$ cat config.mk
export PLATFORM = sky130hd
export DESIGN_NAME = serial_tx_scheduler_flat
export DESIGN_NICKNAME = d
export VERILOG_FILES = /design/src/rtl/serial_tx_scheduler_if.sv /design/src/rtl/serial_tx_scheduler.sv /design/src/flat_wrapper.sv
export SDC_FILE = /design/constraint.sdc
export NUM_CORES = 1
export LEC_CHECK = 0
export ABC_AREA = 1
export CELL_PAD_IN_SITES_DETAIL_PLACEMENT = 1
export CELL_PAD_IN_SITES_GLOBAL_PLACEMENT = 2
export CORE_MARGIN = 8
export CORE_UTILIZATION = 39
export CTS_CLUSTER_DIAMETER = 80
export CTS_CLUSTER_SIZE = 20
export DETAILED_ROUTE_END_ITERATION = 7
export DONT_BUFFER_PORTS = 1
export PLACE_DENSITY = 0.84
export SLEW_MARGIN = 25
export SYNTH_ARGS = -nofsm -noshare
export SYNTH_HDL_FRONTEND = slang
export SYNTH_SLANG_ARGS = --single-unit
$ cat constraint.sdc
create_clock -name clock -period 8 [get_ports clock]
set_input_delay 2.4 -clock clock [delete_from_list [all_inputs] [get_ports clock]]
set_output_delay 2.4 -clock clock [all_outputs]
set_load 0.1 [all_outputs]
$ cat src/rtl/serial_tx_scheduler_if.sv
// serial_tx_scheduler_if: requester-side and transmitter-side signals of serial_tx_scheduler.
interface serial_tx_scheduler_if #(parameter int NUM_REQ = 4);
  logic [NUM_REQ-1:0] req, grant;
  logic [8*NUM_REQ-1:0] data_in;
  logic [7:0] tx_data;
  logic tx_load, tx_enable, tx_done, busy, tx_error;
  logic [2:0] active_id;
  logic [15:0] chars_sent;
  modport master (
    output req, data_in, tx_done,
    input grant, tx_data, tx_load, tx_enable, busy, active_id, chars_sent, tx_error
  );
  modport slave (
    input req, data_in, tx_done,
    output grant, tx_data, tx_load, tx_enable, busy, active_id, chars_sent, tx_error
  );
endinterface

$ cat src/rtl/serial_tx_scheduler.sv
// serial_tx_scheduler: round-robin sharing of one serial transmitter among NUM_REQ byte requesters.
// Optional TX_TIMEOUT_EN: abort SEND after TIMEOUT_CYCLES without tx_done and raise sticky tx_error.
module serial_tx_scheduler #(
  parameter int NUM_REQ = 4,
  parameter int GAP_CYCLES = 16,
  parameter int TIMEOUT_CYCLES = 1024
) (
  input logic clock,
  input logic rst,
  serial_tx_scheduler_if.slave bus
);
  typedef enum logic [2:0] {IDLE, GRANT, LOAD, SEND, GAP} state_t;
  localparam logic [15:0] GAP_LOAD = 16'(GAP_CYCLES > 0 ? GAP_CYCLES - 1 : 0);
  state_t state;
  logic [2:0] rr_ptr, pick, pick_next;
  logic [NUM_REQ-1:0] pick_oh;
  logic [7:0] pick_byte;
  logic [15:0] gap_cnt;
  logic timed_out;
  int best;
  // winner is the pending requester at the smallest upward distance from rr_ptr
  always_comb begin
    best = NUM_REQ;
    pick = rr_ptr;
    pick_oh = '0;
    pick_byte = '0;
    for (int k = 0; k < NUM_REQ; k++) begin
      if (bus.req[k] && (k - int'(rr_ptr) + NUM_REQ) % NUM_REQ < best) begin
        best = (k - int'(rr_ptr) + NUM_REQ) % NUM_REQ;
        pick = 3'(k);
        pick_oh = NUM_REQ'(1) << k;
        pick_byte = bus.data_in[8*k +: 8];
      end
    end
  end
  assign pick_next = (pick == 3'(NUM_REQ - 1)) ? 3'd0 : pick + 3'd1;
  always_ff @(posedge clock or negedge rst) begin
    if (!rst) begin
      state <= IDLE;
      rr_ptr <= '0;
      gap_cnt <= '0;
      bus.grant <= '0;
      bus.tx_data <= '0;
      bus.tx_load <= 1'b0;
      bus.tx_enable <= 1'b0;
      bus.busy <= 1'b0;
      bus.active_id <= '0;
      bus.chars_sent <= '0;
    end else begin
      bus.grant <= '0;
      bus.tx_load <= 1'b0;
      case (state)
        IDLE: if (|bus.req) begin
          state <= GRANT;
          bus.grant <= pick_oh;
          bus.tx_data <= pick_byte;
          bus.active_id <= pick;
          bus.busy <= 1'b1;
          rr_ptr <= pick_next;
        end
        GRANT: begin
          state <= LOAD;
          bus.tx_load <= 1'b1;
        end
        LOAD: begin
          state <= SEND;
          bus.tx_enable <= 1'b1;
        end
        SEND: if (bus.tx_done || timed_out) begin
          bus.tx_enable <= 1'b0;
          bus.chars_sent <= bus.chars_sent + {15'd0, bus.tx_done};
          gap_cnt <= GAP_LOAD;
          state <= (GAP_CYCLES == 0) ? IDLE : GAP;
          bus.busy <= (GAP_CYCLES != 0);
        end
        GAP: if (gap_cnt == '0) begin
          state <= IDLE;
          bus.busy <= 1'b0;
        end else begin
          gap_cnt <= gap_cnt - 16'd1;
        end
        default: state <= IDLE;
      endcase
    end
  end
`ifdef TX_TIMEOUT_EN
  localparam int TW = $clog2(TIMEOUT_CYCLES + 1);
  logic [TW-1:0] tout_cnt;
  // a tx_done on the last allowed cycle wins over the timeout
  assign timed_out = (state == SEND) && (tout_cnt == TW'(TIMEOUT_CYCLES - 1));
  always_ff @(posedge clock or negedge rst) begin
    if (!rst) begin
      tout_cnt <= '0;
      bus.tx_error <= 1'b0;
    end else begin
      tout_cnt <= (state == SEND) ? tout_cnt + 1'b1 : '0;
      if (timed_out && !bus.tx_done) bus.tx_error <= 1'b1;
    end
  end
`else
  assign timed_out = 1'b0;
  assign bus.tx_error = 1'b0;
`endif
endmodule

$ cat src/flat_wrapper.sv
// flat-port wrapper written by rule: the top's interface ports become plain ports
module serial_tx_scheduler_flat 
#(
  parameter int NUM_REQ = 4,
  parameter int GAP_CYCLES = 16,
  parameter int TIMEOUT_CYCLES = 1024
)
  (clock, rst, bus_req, bus_data_in, bus_tx_done, bus_grant, bus_tx_data, bus_tx_load, bus_tx_enable, bus_busy, bus_active_id, bus_chars_sent, bus_tx_error);
  serial_tx_scheduler_if #(.NUM_REQ(NUM_REQ)) bus_i ();
  input logic clock;
  input logic rst;
  input wire logic [$bits(bus_i.req)-1:0] bus_req;
  input wire logic [$bits(bus_i.data_in)-1:0] bus_data_in;
  input wire logic [$bits(bus_i.tx_done)-1:0] bus_tx_done;
  output wire logic [$bits(bus_i.grant)-1:0] bus_grant;
  output wire logic [$bits(bus_i.tx_data)-1:0] bus_tx_data;
  output wire logic [$bits(bus_i.tx_load)-1:0] bus_tx_load;
  output wire logic [$bits(bus_i.tx_enable)-1:0] bus_tx_enable;
  output wire logic [$bits(bus_i.busy)-1:0] bus_busy;
  output wire logic [$bits(bus_i.active_id)-1:0] bus_active_id;
  output wire logic [$bits(bus_i.chars_sent)-1:0] bus_chars_sent;
  output wire logic [$bits(bus_i.tx_error)-1:0] bus_tx_error;
  assign bus_i.req = bus_req;
  assign bus_i.data_in = bus_data_in;
  assign bus_i.tx_done = bus_tx_done;
  assign bus_grant = bus_i.grant;
  assign bus_tx_data = bus_i.tx_data;
  assign bus_tx_load = bus_i.tx_load;
  assign bus_tx_enable = bus_i.tx_enable;
  assign bus_busy = bus_i.busy;
  assign bus_active_id = bus_i.active_id;
  assign bus_chars_sent = bus_i.chars_sent;
  assign bus_tx_error = bus_i.tx_error;
  serial_tx_scheduler #(.NUM_REQ(NUM_REQ), .GAP_CYCLES(GAP_CYCLES), .TIMEOUT_CYCLES(TIMEOUT_CYCLES)) u_core (.clock(clock), .rst(rst), .bus(bus_i));
endmodule
==> results.txt, run 1 <==
max incr delay on CP: 0.53 ns
DRT antenna net count: 0
final setup fails: 0
crit start category: input pin
total stage count of the critical path: 27
Root Buffer: clkbuf_8
largest family of logic cells by synthesized area: simple AND/OR/NAND/NOR gates
CP max FO: 18
H-tree Lvls: 2
die area: 0.0116 mm2
post-synthesis cell count: 424
Core Util, Final: 0.423
Total Routing Usage GR: 0.150
Starting Density: 0.401
Max-Cap Viols: 0
CTS Hold Bufs: 0
arrival time at the worst endpoint: 6.67 ns
Hold Path Cell Cnt: 1
area of the mapped netlist: 0.00328 mm2
Synth Warn #: 0
# nets final: 476
Compound-Gate Fraction of Synth Area: 0.0863
PwrDens: 419 mW/mm2
routed wire length: 8190 um
syn avg cell area: 7.73 um2
die extent in x: 108 um
simple-gate share of the synthesized area: 0.296
Worst Path Buf+Inv: 5
Max IR drop VDD: 0.000168 V
PostCTS Resize Cnt: 0
initial antenna violation count: 0
Final period util: 0.809
Rows: 33
Clk Latency, worst-skew pair: 0.31 ns
hold crit path type: reg -> reg
status: finished clean
setup tns final: 0 ns
Final GP Congestion: 0.829
Fmax: 155 MHz
total CTS buffers: 5
Core Box Area: 0.00818 mm2
Tot Pwr: 1.45 mW
die height: 108 um
post-synthesis xor/xnor area fraction: 0.0374
slew at the pin with the worst max-slew slack: 1.03 ns
dpl cells: 520
share of layout cells above drive strength 1: 0.0496
postcts setup bufs: 0
# DRC: 0
Worst path slowest cell: nor2_1
Tmin final: 6.47 ns
syn nets: 478
TritonCTS clock tree: yes
WHS: 0.474 ns
total grt overflow: 0
vias in the first global route: 2913
most frequent cell on the critical path: nand2_1
post-synthesis mux area share: 0.00344
Synth Register Bits: 56
vias per inst: 5.14
adder-cell share of the synthesized area: 0.0573
drt wl/cell: 15.5 um
Final Hold Vio Count: 0
PortBufs: 0
clock sinks: 56
Slew Viols, Final: 0
RSZ-0062 raised after global routing: no
setup ws final: 1.53 ns
Synth cell types: 38
Post-DP Area: 0.00336 mm2
ant diodes: 0
Worst path top cell family by delay: simple AND/OR/NAND/NOR gates
Setup CP Type: in -> reg
Top Ports: 74
Initial DRT Pass Iterations: 4
Rel. slew slack: 0.311
Final Cell Area: 0.00346 mm2
initial DRC count: 86
largest net degree at the start of global routing: 57
via count: 2713
final non-filler cell total: 528
Reg2Reg Depth: 30
pre-CTS setup slack: 1.20 ns
clock buffer depth: 2
clk slew on worst S/H paths: 0.10 ns
Crit. End Element: flip-flop
post-DP HPWL: 6620 um
Area Growth Syn to Fin: 5.62%
clk_skew: 0.0124 ns
Pleak: 1.88 nW
Critical Path RT: 8.20 ns
first-pass GRT wire length: 14400 um
Seq/Total Area, Yosys: 0.428
-- layout make-up --
| class | count | area, um2 |
|---|---|---|
| Clock inverter | 2 | 13.8 |
| Tap cell | 105 | 131 |
| Fill cell | 1041 | 4720 |
| Multi-Input combinational cell | 293 | 1580 |
| Sequential cell | 56 | 1400 |
| Inverter | 65 | 244 |
| Clock buffer | 6 | 82.6 |
| Timing Repair Buffer | 1 | 7.51 |
-- sequential cells by signal (all words and copies together), names as in the netlist --
register	flops
u_core.bus.chars_sent	16
u_core.gap_cnt	16
u_core.bus.tx_data	8
u_core.bus.grant	4
u_core.bus.active_id	3
u_core.rr_ptr	3
u_core.state	3
u_core.bus.busy	1
u_core.bus.tx_enable	1
u_core.bus.tx_load	1
-- kinds of logic after synthesis --
kind of cell,count (synthesis)
xor+xnor,14
other cells,1
fa+ha+maj,15
mux,1
buf+inv,75
flops,56
simple gates,218
compound gates,44
-- routing by layer --
layer / GRT usage / vias up / part of all wire
met1: 0.179 / 1296 / 0.43
met2: 0.264 / 58 / 0.50
met5: 0 / - / 0
li1: - / 1355 / -
met3: 0.0377 / 4 / 0.060
met4: 0.0357 / 0 / 0.0072
-- synthesized netlist by cell type (all sizes together) --
master  count  share of area
nor3b       2         0.0046
conb        1         0.0011
nor4        4         0.0076
inv        64          0.073
clkbuf      6         0.0069
nand4      14          0.027
ha         15          0.057
nor3       13          0.020
xor2        6          0.016
xnor2       8          0.021
clkinv      1         0.0011
a21oi      15          0.024
nand3b      2         0.0046
dfrtp      56           0.43
nand2     121           0.14
or2         1         0.0019
nand3      25          0.042
mux2        1         0.0034
nor4b       2         0.0053
o21a        1         0.0023
nor2       34          0.040
a22o        8          0.021
buf         4         0.0088
a21boi      1         0.0057
o211ai      1         0.0023
a211o       1         0.0027
o21ai      13          0.020
a31oi       3         0.0057
a22oi       1         0.0023
-- power by group --
part	internal [mW]	switching, mW	leakage, nW
Sequential	0.338	0.368	0.722
Combinational	0.193	0.386	1.10
Clock	0.0711	0.0930	0.0516
-- cell usage in the layout, fill, tap and decap left out, types with 2 or more instances in the layout --
cell,count
a31oi_1,3
xnor2_1,8
inv_1,60
clkbuf_8,6
nand4_1,14
inv_2,4
a21oi_1,14
nor4_1,4
nor3_1,13
ha_1,15
nand3b_1,2
nor3b_1,2
dfrtp_1,56
xor2_1,6
nand2_4,2
o21ai_0,12
nor2_1,33
nand3_1,24
a22o_1,8
nand2_1,118
nor4b_1,2
-- worst paths after layout --
| path | startpoint | to | slack (ns) |
|---|---|---|---|
| max | bus_req[0] | u_core.rr_ptr[1] | 1.53 |
| min | u_core.gap_cnt[11] | u_core.gap_cnt[11] | 0.47 |
| max reg2reg | u_core.rr_ptr[1] | u_core.rr_ptr[1] | 2.37 |
| min reg2reg | u_core.gap_cnt[11] | u_core.gap_cnt[11] | 0.47 |
| max in group asynchronous | rst | u_core.gap_cnt[7] | 6.13 |
| min in group asynchronous | rst | u_core.bus.chars_sent[8] | 1.77 |
No activity file was read; power rests on OpenSTA's default activity.
==> inputs of run 2 (changes only) <==
CORE_UTILIZATION = 36   (was 39)
PLACE_DENSITY = 0.78   (was 0.84)
clock period = 6.15 ns   (was 8 ns; I/O delays follow)
==> run 2 against run 1 <==
Against the previous run: first-iteration DRC count is 4.7% lower; worst hold slack improved by 0.019 ns; design area grew 0.25%; clock skew down 0.0049 ns; global-route usage decreased by 1.6 points; sequential share of layout area fell by 0.10 points; final cell count increased by 1.1%; clock-buffer cell count down 1; critical path type unchanged.
==> results.txt, run 2 (synthesis results as in run 1) <==
clk_skew: 0.00753 ns
Crit. End Element: flip-flop
Top Ports: 74
Starting Density: 0.363
status: finished clean
Worst path top cell family by delay: simple AND/OR/NAND/NOR gates
commonest non-fill, non-tap cell in the layout: nand2_1
Clk Latency, worst-skew pair: 0.31 ns
most frequent cells in the layout: nand2_1 (118), inv_1 (60), dfrtp_1 (56)
Worst Path Buf+Inv: 5
Initial DRT Pass Iterations: 4
RSZ-0062 raised after global routing: no
Slew Viols, Final: 0
post-DP HPWL: 6480 um
H-tree Lvls: 2
initial DRC count: 82
CP max FO: 18
clock buffer depth: 2
met1 GRT Util: 0.161
max incr delay on CP: 0.37 ns
largest net degree at the start of global routing: 57
total CTS buffers: 5
routed wire length: 8020 um
TritonCTS clock tree: yes
hold crit path type: reg -> reg
most frequent cell on the critical path: nand2_1
clk slew on worst S/H paths: 0.10 ns
Total Routing Usage GR: 0.134
Critical Path RT: 6.36 ns
arrival time at the worst endpoint: 5.78 ns
crit start category: input pin
die extent in x: 111 um
ant diodes: 0
Core Util, Final: 0.384
final non-filler cell total: 534
die area: 0.0124 mm2
Final Hold Vio Count: 0
busiest grt layer: met2
slew at the pin with the worst max-slew slack: 1.01 ns
PortBufs: 0
Root Buffer: clkbuf_8
Pleak: 1.87 nW
Final period util: 0.905
final setup fails: 0
total grt overflow: 0
vias per inst: 5.06
setup tns final: 0 ns
# DRC: 0
Regs by FF count: u_core.bus.chars_sent (16), u_core.gap_cnt (16), u_core.bus.tx_data (8)
initial antenna violation count: 0
vias in the first global route: 2898
clock sinks: 56
Fmax: 180 MHz
DRT antenna net count: 0
Setup CP Type: in -> reg
drt wl/cell: 15.0 um
first-pass GRT wire length: 14300 um
CTS Hold Bufs: 0
Tmin final: 5.57 ns
# nets final: 476
dpl cells: 526
met3 Usage GRT: 0.0409
Rows: 35
via count: 2704
Core Box Area: 0.00902 mm2
Rel. slew slack: 0.328
die height: 111 um
Area Growth Syn to Fin: 5.88%
Max-Cap Viols: 0
Max IR drop VDD: 0.000176 V
share of layout cells above drive strength 1: 0.0520
Worst path slowest cell: nand2_1
PwrDens: 538 mW/mm2
Final GP Congestion: 0.764
GR met2 Demand/Resource: 0.230
-- run 2: cell types whose count changed in the layout (fill, tap and decap cells not counted), sizes merged --
cell,before,now
clkinv,2,3
clkbuf,6,5
-- run 2: worst paths after layout --
path                                             endpoint  depth (start not counted)  slack [ns]              start
worst min-delay path                    u_core.gap_cnt[8]                          1        0.49  u_core.gap_cnt[8]
min in group asynchronous       u_core.bus.chars_sent[12]                          0        1.21                rst
worst max register to register           u_core.rr_ptr[1]                         30        0.89   u_core.rr_ptr[1]
worst min register to register          u_core.gap_cnt[8]                          1        0.49  u_core.gap_cnt[8]
worst max-delay path                     u_core.rr_ptr[1]                         27        0.58         bus_req[0]
max in group asynchronous           u_core.bus.tx_data[4]                          0        4.84                rst
-- run 2: layout make-up --
cell class	count	area (um2)
well taps	111	139
repair buffers	1	7.51
fillers	1130	5550
flip-flops and latches	56	1400
multi-input cells	293	1580
inverters	65	244
clock buffers	5	68.8
clock inverters	3	26.3
-- run 2: stage by stage --
step	hold slack, ns	instance area, um2	total power, mW	worst slack, ns
2_1_floorplan	0.434	3280	1.52	0.579
3_3_place_gp	0.457	3370	1.66	0.172
3_5_place_dp	0.472	3370	1.69	-0.0288
4_1_cts	0.495	3470	1.90	0.320
5_1_grt	0.512	3470	2.04	0.0766
6_report	0.493	3470	1.87	0.584
-- run 2: layer usage --
| metal | share of wire | vias up |
|---|---|---|
| li1 | - | 1354 |
| met1 | 0.44 | 1290 |
| met3 | 0.062 | 4 |
| met5 | 0 | - |
| met4 | 0.0080 | 0 |
| met2 | 0.49 | 56 |
-- run 2: repair_timing --
item,in CTS,in global routing
gates resized for setup,0,1
setup endpoints to repair,0,2
setup buffers,0,0
-- run 2: power breakdown --
group | switching, mW | internal, mW | leakage, nW
registers | 0.475 | 0.440 | 0.722
clock network | 0.127 | 0.0834 | 0.0487
logic | 0.492 | 0.250 | 1.10
total | 1.09 | 0.773 | 1.87
==> inputs of run 3 (changes only) <==
MAX_ROUTING_LAYER = met4   (was not set)
==> run 3 against run 2 <==
Against the previous run: flip-flop and latch count unchanged; clock power about the same; clock skew barely moved; utilization did not move; routed wire length increased by 0.60%; critical path type unchanged.
==> results.txt, run 3 (synthesis results as in run 1) <==
Core Box Area: 0.00902 mm2
WHS: 0.493 ns
Final Hold Vio Count: 0
final non-filler cell total: 534
PortBufs: 0
Clk Latency, worst-skew pair: 0.31 ns
Max IR drop VDD: 0.000176 V
Slew Viols, Final: 0
Crit. End Element: flip-flop
most frequent cells in the layout: nand2_1 (118), inv_1 (60), dfrtp_1 (56)
Critical Path RT: 6.36 ns
clk_skew: 0.00748 ns
H-tree Lvls: 2
vias per inst: 5.06
setup tns final: 0 ns
Tmin final: 5.56 ns
RSZ-0062 raised after global routing: no
crit path from: bus_req[0]
CP max FO: 18
Starting Density: 0.363
die area: 0.0124 mm2
first-pass GRT wire length: 14300 um
commonest non-fill, non-tap cell in the layout: nand2_1
Final Cell Area: 0.00347 mm2
die extent in x: 111 um
TritonCTS clock tree: yes
FF+latch area: 0.00140 mm2
Final GP Congestion: 0.774
Fmax: 180 MHz
hold crit path type: reg -> reg
Worst path slowest cell: nand2_1
Initial DRT Pass Iterations: 4
clk slew on worst S/H paths: 0.10 ns
postcts setup bufs: 0
final setup fails: 0
clock buffer depth: 2
PwrDens: 538 mW/mm2
initial DRC count: 121
slew at the pin with the worst max-slew slack: 1.01 ns
max incr delay on CP: 0.37 ns
Root Buffer: clkbuf_8
multi-input logic area: 0.00158 mm2
Pleak: 1.87 nW
# DRC: 0
Area Growth Syn to Fin: 5.88%
via count: 2703
crit start category: input pin
fillers: 1130
# nets final: 476
vias in the first global route: 2899
Regs by FF count: u_core.bus.chars_sent (16), u_core.gap_cnt (16), u_core.bus.tx_data (8)
share of layout cells above drive strength 1: 0.0520
arrival time at the worst endpoint: 5.77 ns
HP Start: u_core.gap_cnt[8]
Setup CP Type: in -> reg
initial antenna violation count: 0
total CTS buffers: 5
Final period util: 0.905
total grt overflow: 0
largest net degree at the start of global routing: 57
Core Util, Final: 0.384
Top Ports: 74
post-DP HPWL: 6480 um
drt wl/cell: 15.1 um
most frequent cell on the critical path: nand2_1
reg2reg start: u_core.rr_ptr[1]
Rel. slew slack: 0.328
DRT antenna net count: 0
ant diodes: 0
Total Routing Usage GR: 0.138
dpl cells: 526
clock sinks: 56
Max-Cap Viols: 0
Rows: 35
routed wire length: 8070 um
Post-DP Area: 0.00337 mm2
die height: 111 um
status: finished clean
run 3: cell counts in the layout (fill, tap and decap cells not counted):
Identical to the previous run, type by type.
run 3: layout make-up:
cell class	instances	area share
sequential	56	0.404
multi-input combinational	293	0.456
timing repair buffer	1	0.00216
inverter	65	0.0703
clock buffer	5	0.0198
tap	111	0.0400
clock inverter	3	0.00758
run 3: through the flow:
stage	total power [mW]	setup slack, ns
6_report	1.87	0.587
3_5_place_dp	1.69	-0.0288
5_1_grt	2.04	0.0758
3_3_place_gp	1.66	0.172
4_1_cts	1.90	0.320
2_1_floorplan	1.52	0.579
run 3: worst paths after layout:
| path | to | slack, ns | depth (start not counted) |
|---|---|---|---|
| min | u_core.gap_cnt[8] | 0.49 | 1 |
| max in group asynchronous | u_core.gap_cnt[5] | 4.85 | 0 |
| min reg2reg | u_core.gap_cnt[8] | 0.49 | 1 |
| max reg2reg | u_core.rr_ptr[1] | 0.89 | 30 |
| min in group asynchronous | u_core.bus.chars_sent[12] | 1.21 | 0 |
| max | u_core.rr_ptr[1] | 0.59 | 27 |
run 3: timing repair:
action | in CTS | in global routing
hold buffers | 0 | 0
setup endpoints to repair | 0 | 2
gates resized for setup | 0 | 1
run 3: critical path: cells and delay by family:
family / cells / cell delay [ns]
AOI/OAI and AO/OA: 1 / 0.16
adders and majority gates: 3 / 0.83
and+or+nand+nor: 18 / 2.26
buffers and inverters: 5 / 0.64
run 3: report_power, final:
group          total (mW)  internal, mW  switching, mW
Combinational       0.742         0.250          0.492
Clock               0.210        0.0834          0.127
Sequential          0.915         0.440          0.475
run 3: metal layers:
metal / vias up / GRT usage / wire, um
met2: 57 / 0.230 / 3940
met1: 1289 / 0.166 / 3690
met5: - / - / 0
met3: 3 / 0.0339 / 414
met4: 0 / 0.0293 / 30
li1: 1354 / - / -
==> RTL change 1: new RTL, config.mk and constraints of run 2 <==
Encoding of `state_t`: now one-hot (5 bits for 5 states).
--- a/src/rtl/serial_tx_scheduler.sv
+++ b/src/rtl/serial_tx_scheduler.sv
@@ -9,7 +9,7 @@
   input logic rst,
   serial_tx_scheduler_if.slave bus
 );
-  typedef enum logic [2:0] {IDLE, GRANT, LOAD, SEND, GAP} state_t;
+  typedef enum logic [4:0] {IDLE = 5'b00001, GRANT = 5'b00010, LOAD = 5'b00100, SEND = 5'b01000, GAP = 5'b10000} state_t;
   localparam logic [15:0] GAP_LOAD = 16'(GAP_CYCLES > 0 ? GAP_CYCLES - 1 : 0);
   state_t state;
   logic [2:0] rr_ptr, pick, pick_next;
Function: no difference found for any inputs over 4 cycles, from zero or initial values and one cycle with rst low; so few cycles prove little.
==> RTL change 1 against run 2 <==
  * Synthesized cell count shrank 5.0%
  * Routed wire length grew 7.5%
  * Synthesized area grew 1.1%
  * Largest cell class unchanged
  * Sequential cell count grew 2
  * Combinational power grew 3.1%
  * Design area grew 4.9%
  * Setup slack gained 260 ps
  * Count of clock-buffer cells in the layout grew 6
  * Clock skew grew 1.4 ps
  * Total power grew 12%
==> RTL change 1: results (changes against run 2) <==
- H-tree depth: 3 (+1)
- WL per Instance: 16.5 um (+9.8%)
- WS Path Type: input pin to flop
- Met3 WL: 608 um (+22%)
- Clock group: 389 uW (+85%)
- First-pass GRT wire length: 15100 um (+5.3%)
- CP startpoint: bus_req[0]
- Fillers: 1109 (-1.9%)
- CP max-delay cell: or2_2
- Most used flip-flop cell after synthesis: dfrtp_1
- WP data arrival: 5530 ps (-250 ps)
- GR Util met3: 4.55% (+0.46 points)
- Worst path top cell family by delay: simple AND/OR/NAND/NOR gates
- Root Driver: clkbuf_8
- Initial DRT Pass Iterations: 5 (+1)
- CP max stage delay: 330 ps (-40 ps)
- Mux cell area share after synthesis: 0% (-0.34 points)
- Worst Skew: 8.96 ps (+1.42 ps)
- Pleak: 0.00186 uW (-0.55%)
- M1 GR Usage: 17.5% (+1.4 points)
- Rel. slew slack: 30.2% (-2.6 points)
- Metal-1 WL: 3780 um (+6.1%)
- Post-cts resize count: 0 (unchanged)
- DP Worst Slack: 459 ps (+488 ps)
- Min-Delay Startpoint: u_core.gap_cnt[5]$_DFFE_PN0P_
- Max layer used: met4
- Via/cell ratio: 5.15 (+1.7%)
- Clock buffer count from CTS: 9 (+4)
- Global-route usage over all layers: 14.7% (+1.3 points)
- Worst-path clk slew: 70 ps (-30 ps)
- Largest net degree at the start of global routing: 59 (+3.5%)
- Register area share after synthesis: 43.8% (+1.1 points)
- Biggest regs: u_core.bus.chars_sent (16), u_core.gap_cnt (16), u_core.bus.tx_data (8)
- Seq pwr share: 44.7% (-4.3 points)
- Xor/xnor share of the synthesized area: 3.97% (+0.22 points)
- Post-synthesis net count: 456 (-4.6%)
- Synth cell types: 46 (+21%)
- DRT iter0 DRCs: 131 (+60%)
- Post-Synth Adder-Cell Area: 5.29% (-0.44 points)
- Status: completed
- Net Sw Frac: 54.0% (-4.6 points)
- GPL Wtd Cong: 0.798 (+4.5%)
- Layout cells sized above 1: 10.4% (+5.2 points)
- Synth top cells by count: nand2_1, dfrtp_1, inv_1
- Peak supply drop: 0.000173 V (-1.5%)
- Metal2 WL: 4120 um (+5.8%)
- HPWL Detailed: 6720 um (+3.8%)
- Area contributors post-synth: dfrtp_1, nand2_1, inv_1
- Vias in the first global route: 2995 (+3.3%)
- Total setup buffers inserted after CTS: 0 (unchanged)
- Compound-Gate Fraction of Synth Area: 10.1% (+1.5 points)
- M2 GR Usage: 24.1% (+1.1 points)
- CP Max Fanout: 15 (-3)
- Buffers on Ports: 0 (unchanged)
- Max Root-Sink Buffers: 2 (unchanged)
- Initial antenna violation count: 0 (unchanged)
- Worst-Skew Late Latency: 330 ps (+20 ps)
-- RTL change 1: cell count changes in the layout (fill, tap and decap cells not counted), sizes merged, moves of 3 or more --
cell / change
nor2: +5
nand3: +10
clkbuf: +6
xnor2: -3
inv: -13
nand2: -25
xor2: +4
-- RTL change 1: logic make-up (layout without fill, tap and decap cells) --
logic type | Yosys count | count (layout)
other | 1 | 1
buffers and inverters | 60 | 69
XOR/XNOR | 15 | 15
AND/OR/NAND/NOR | 205 | 205
flip-flops | 58 | 58
AO/OA/AOI/OAI | 50 | 50
adder cells (fa/ha/maj) | 14 | 14
-- RTL change 1: final timing paths --
check,slack (ps),cells past startpoint,endpoint
worst max-delay path,840,26,u_core.rr_ptr[0]$_DFFE_PN0P_
worst min-delay path,470,1,u_core.gap_cnt[5]$_DFFE_PN0P_
worst max register to register,1150,29,u_core.rr_ptr[0]$_DFFE_PN0P_
worst min register to register,470,1,u_core.gap_cnt[5]$_DFFE_PN0P_
max in group asynchronous,4740,0,u_core.state[0]$_DFFE_PN1P_
min in group asynchronous,1200,0,u_core.gap_cnt[8]$_DFFE_PN0P_
-- RTL change 1: cell type report --
type / count / share of cell area [%]
well taps: 111 / 3.82
repair buffers: 1 / 0.206
clock inverters: 5 / 2.13
multi-input cells: 285 / 44.7
flip-flops and latches: 58 / 39.9
inverters: 52 / 5.36
clock buffers: 11 / 3.89
-- RTL change 1: through the flow --
step | std cells | util, % | total power, uW | area [um2] | hold WS, ps
after CTS | 523 | 40.1 | 2110 | 3640 | 480
after detailed placement | 507 | 37.7 | 1720 | 3420 | 471
after global placement | 507 | 37.7 | 1690 | 3420 | 450
after global routing | 523 | 40.1 | 2250 | 3640 | 506
after floorplan | 403 | - | 1530 | 3310 | 434
final | 523 | 40.1 | 2080 | 3640 | 473
==> RTL change 2: new RTL, config.mk and constraints of run 2 <==
Without the edit above. `NUM_REQ` is set to 4 in 3 places; all go to 2.
--- a/src/rtl/serial_tx_scheduler_if.sv
+++ b/src/rtl/serial_tx_scheduler_if.sv
@@ -1,5 +1,5 @@
 // serial_tx_scheduler_if: requester-side and transmitter-side signals of serial_tx_scheduler.
-interface serial_tx_scheduler_if #(parameter int NUM_REQ = 4);
+interface serial_tx_scheduler_if #(parameter int NUM_REQ = 2);
   logic [NUM_REQ-1:0] req, grant;
   logic [8*NUM_REQ-1:0] data_in;
   logic [7:0] tx_data;
--- a/src/rtl/serial_tx_scheduler.sv
+++ b/src/rtl/serial_tx_scheduler.sv
@@ -1,7 +1,7 @@
 // serial_tx_scheduler: round-robin sharing of one serial transmitter among NUM_REQ byte requesters.
 // Optional TX_TIMEOUT_EN: abort SEND after TIMEOUT_CYCLES without tx_done and raise sticky tx_error.
 module serial_tx_scheduler #(
-  parameter int NUM_REQ = 4,
+  parameter int NUM_REQ = 2,
   parameter int GAP_CYCLES = 16,
   parameter int TIMEOUT_CYCLES = 1024
 ) (
--- a/src/flat_wrapper.sv
+++ b/src/flat_wrapper.sv
@@ -1,7 +1,7 @@
 // flat-port wrapper written by rule: the top's interface ports become plain ports
 module serial_tx_scheduler_flat 
 #(
-  parameter int NUM_REQ = 4,
+  parameter int NUM_REQ = 2,
   parameter int GAP_CYCLES = 16,
   parameter int TIMEOUT_CYCLES = 1024
 )
Ports: changed (resized bus_data_in, bus_grant and bus_req); port bits go from 74 to 54. The function was not compared with the original's and may differ.
==> RTL change 2 against run 2 <==
  * Setup slack better by 2300 ps
  * Synthesized area fell by 11%
  * Synthesized cell count is 14% lower
  * Worst hold slack improved by 30 ps
  * Design area decreased by 12%
  * First-iteration DRC count down 30%
  * Sequential cell count fell by 2
  * Routed wire length fell by 12%
Power is not compared: it rests on default switching activity, and its combinational part moved more than twofold at a synthesized area within 25%.
==> RTL change 2: results (changes against run 2) <==
- Placed cell area: 2970 um2 (-12%)
- Final min period: 3220 ps (-2340 ps)
- DRT iter0 DRCs: 57 (-30%)
- GPL Wtd Cong: 0.768 (+0.58%)
- CP Max Fanout: 6 (-12)
- HPWL Detailed: 5250 um (-19%)
- First-pass GRT wire length: 12100 um (-15%)
- Met3 WL: 404 um (-19%)
- CP startpoint: u_core.bus.chars_sent[9]$_DFFE_PN0P_
- Metal2 WL: 3400 um (-13%)
- Compound-Gate Fraction of Synth Area: 5.95% (-2.7 points)
- Rel. slew slack: 29.2% (-3.6 points)
- GR Util met3: 4.20% (+0.12 points)
- Min Hold Slack: 524 ps (+30.4 ps)
- Via/cell ratio: 4.98 (-1.6%)
- Post-Synth Adder-Cell Area: 2.16% (-3.6 points)
- Register area share after synthesis: 46.6% (+3.8 points)
- Area contributors post-synth: dfrtp_1, nand2_1, nand3_1
- Status: completed
- WL per Instance: 15.2 um (+1.3%)
- M1 GR Usage: 17.1% (+0.96 points)
- Worst reg2reg setup slack: 3610 ps (+2720 ps)
- Largest net degree at the start of global routing: 55 (-3.5%)
- Min-Delay Startpoint: u_core.gap_cnt[2]$_DFFE_PN0P_
- Layout Nets: 389 (-18%)
- DP Worst Slack: 2850 ps (+2880 ps)
- Worst-case hold path end point: u_core.gap_cnt[2]$_DFFE_PN0P_
- Worst R2R End: u_core.bus.chars_sent[14]$_DFFE_PN0P_
- Synth top cells by count: nand2_1, dfrtp_1, nor2_1
- Worst r2r src: u_core.bus.chars_sent[0]$_DFFE_PN0P_
- Global-route usage over all layers: 13.2% (-0.25 points)
- Mux cell area share after synthesis: 0% (-0.34 points)
- Vias: 2323 (-14%)
- Xor/xnor share of the synthesized area: 4.23% (+0.48 points)
- Placed cell count: 458 (-13%)
- Metal-1 WL: 3220 um (-9.5%)
- Synth cell types: 31 (-18%)
==> RTL change 2: cell types whose count changed in the layout (fill, tap and decap cells not counted), moves of 3 or more <==
cell     delta
nand2_2     +5
nor4_1      -4
inv_1      -26
nand2_1    -15
nor2_1      +7
o21ai_1     +3
a22o_1      -8
nor3_1      -8
ha_1       -10
nand3_1     +7
==> RTL change 2: layout make-up <==
| cell class | instances | area [um2] | area share, % |
|---|---|---|---|
| clock buffers | 5 | 68.8 | 2.24 |
| clock inverters | 3 | 28.8 | 0.938 |
| inverters | 36 | 135 | 4.40 |
| well taps | 102 | 128 | 4.16 |
| flip-flops and latches | 54 | 1350 | 44.0 |
| multi-input cells | 266 | 1360 | 44.2 |
==> RTL change 2: report_power, final <==
group	internal (uW)	leakage [uW]	total (uW)	switching, uW
registers	420	0.000700	850	430
clock network	85.6	0.0000506	218	133
logic	102	0.000792	331	229
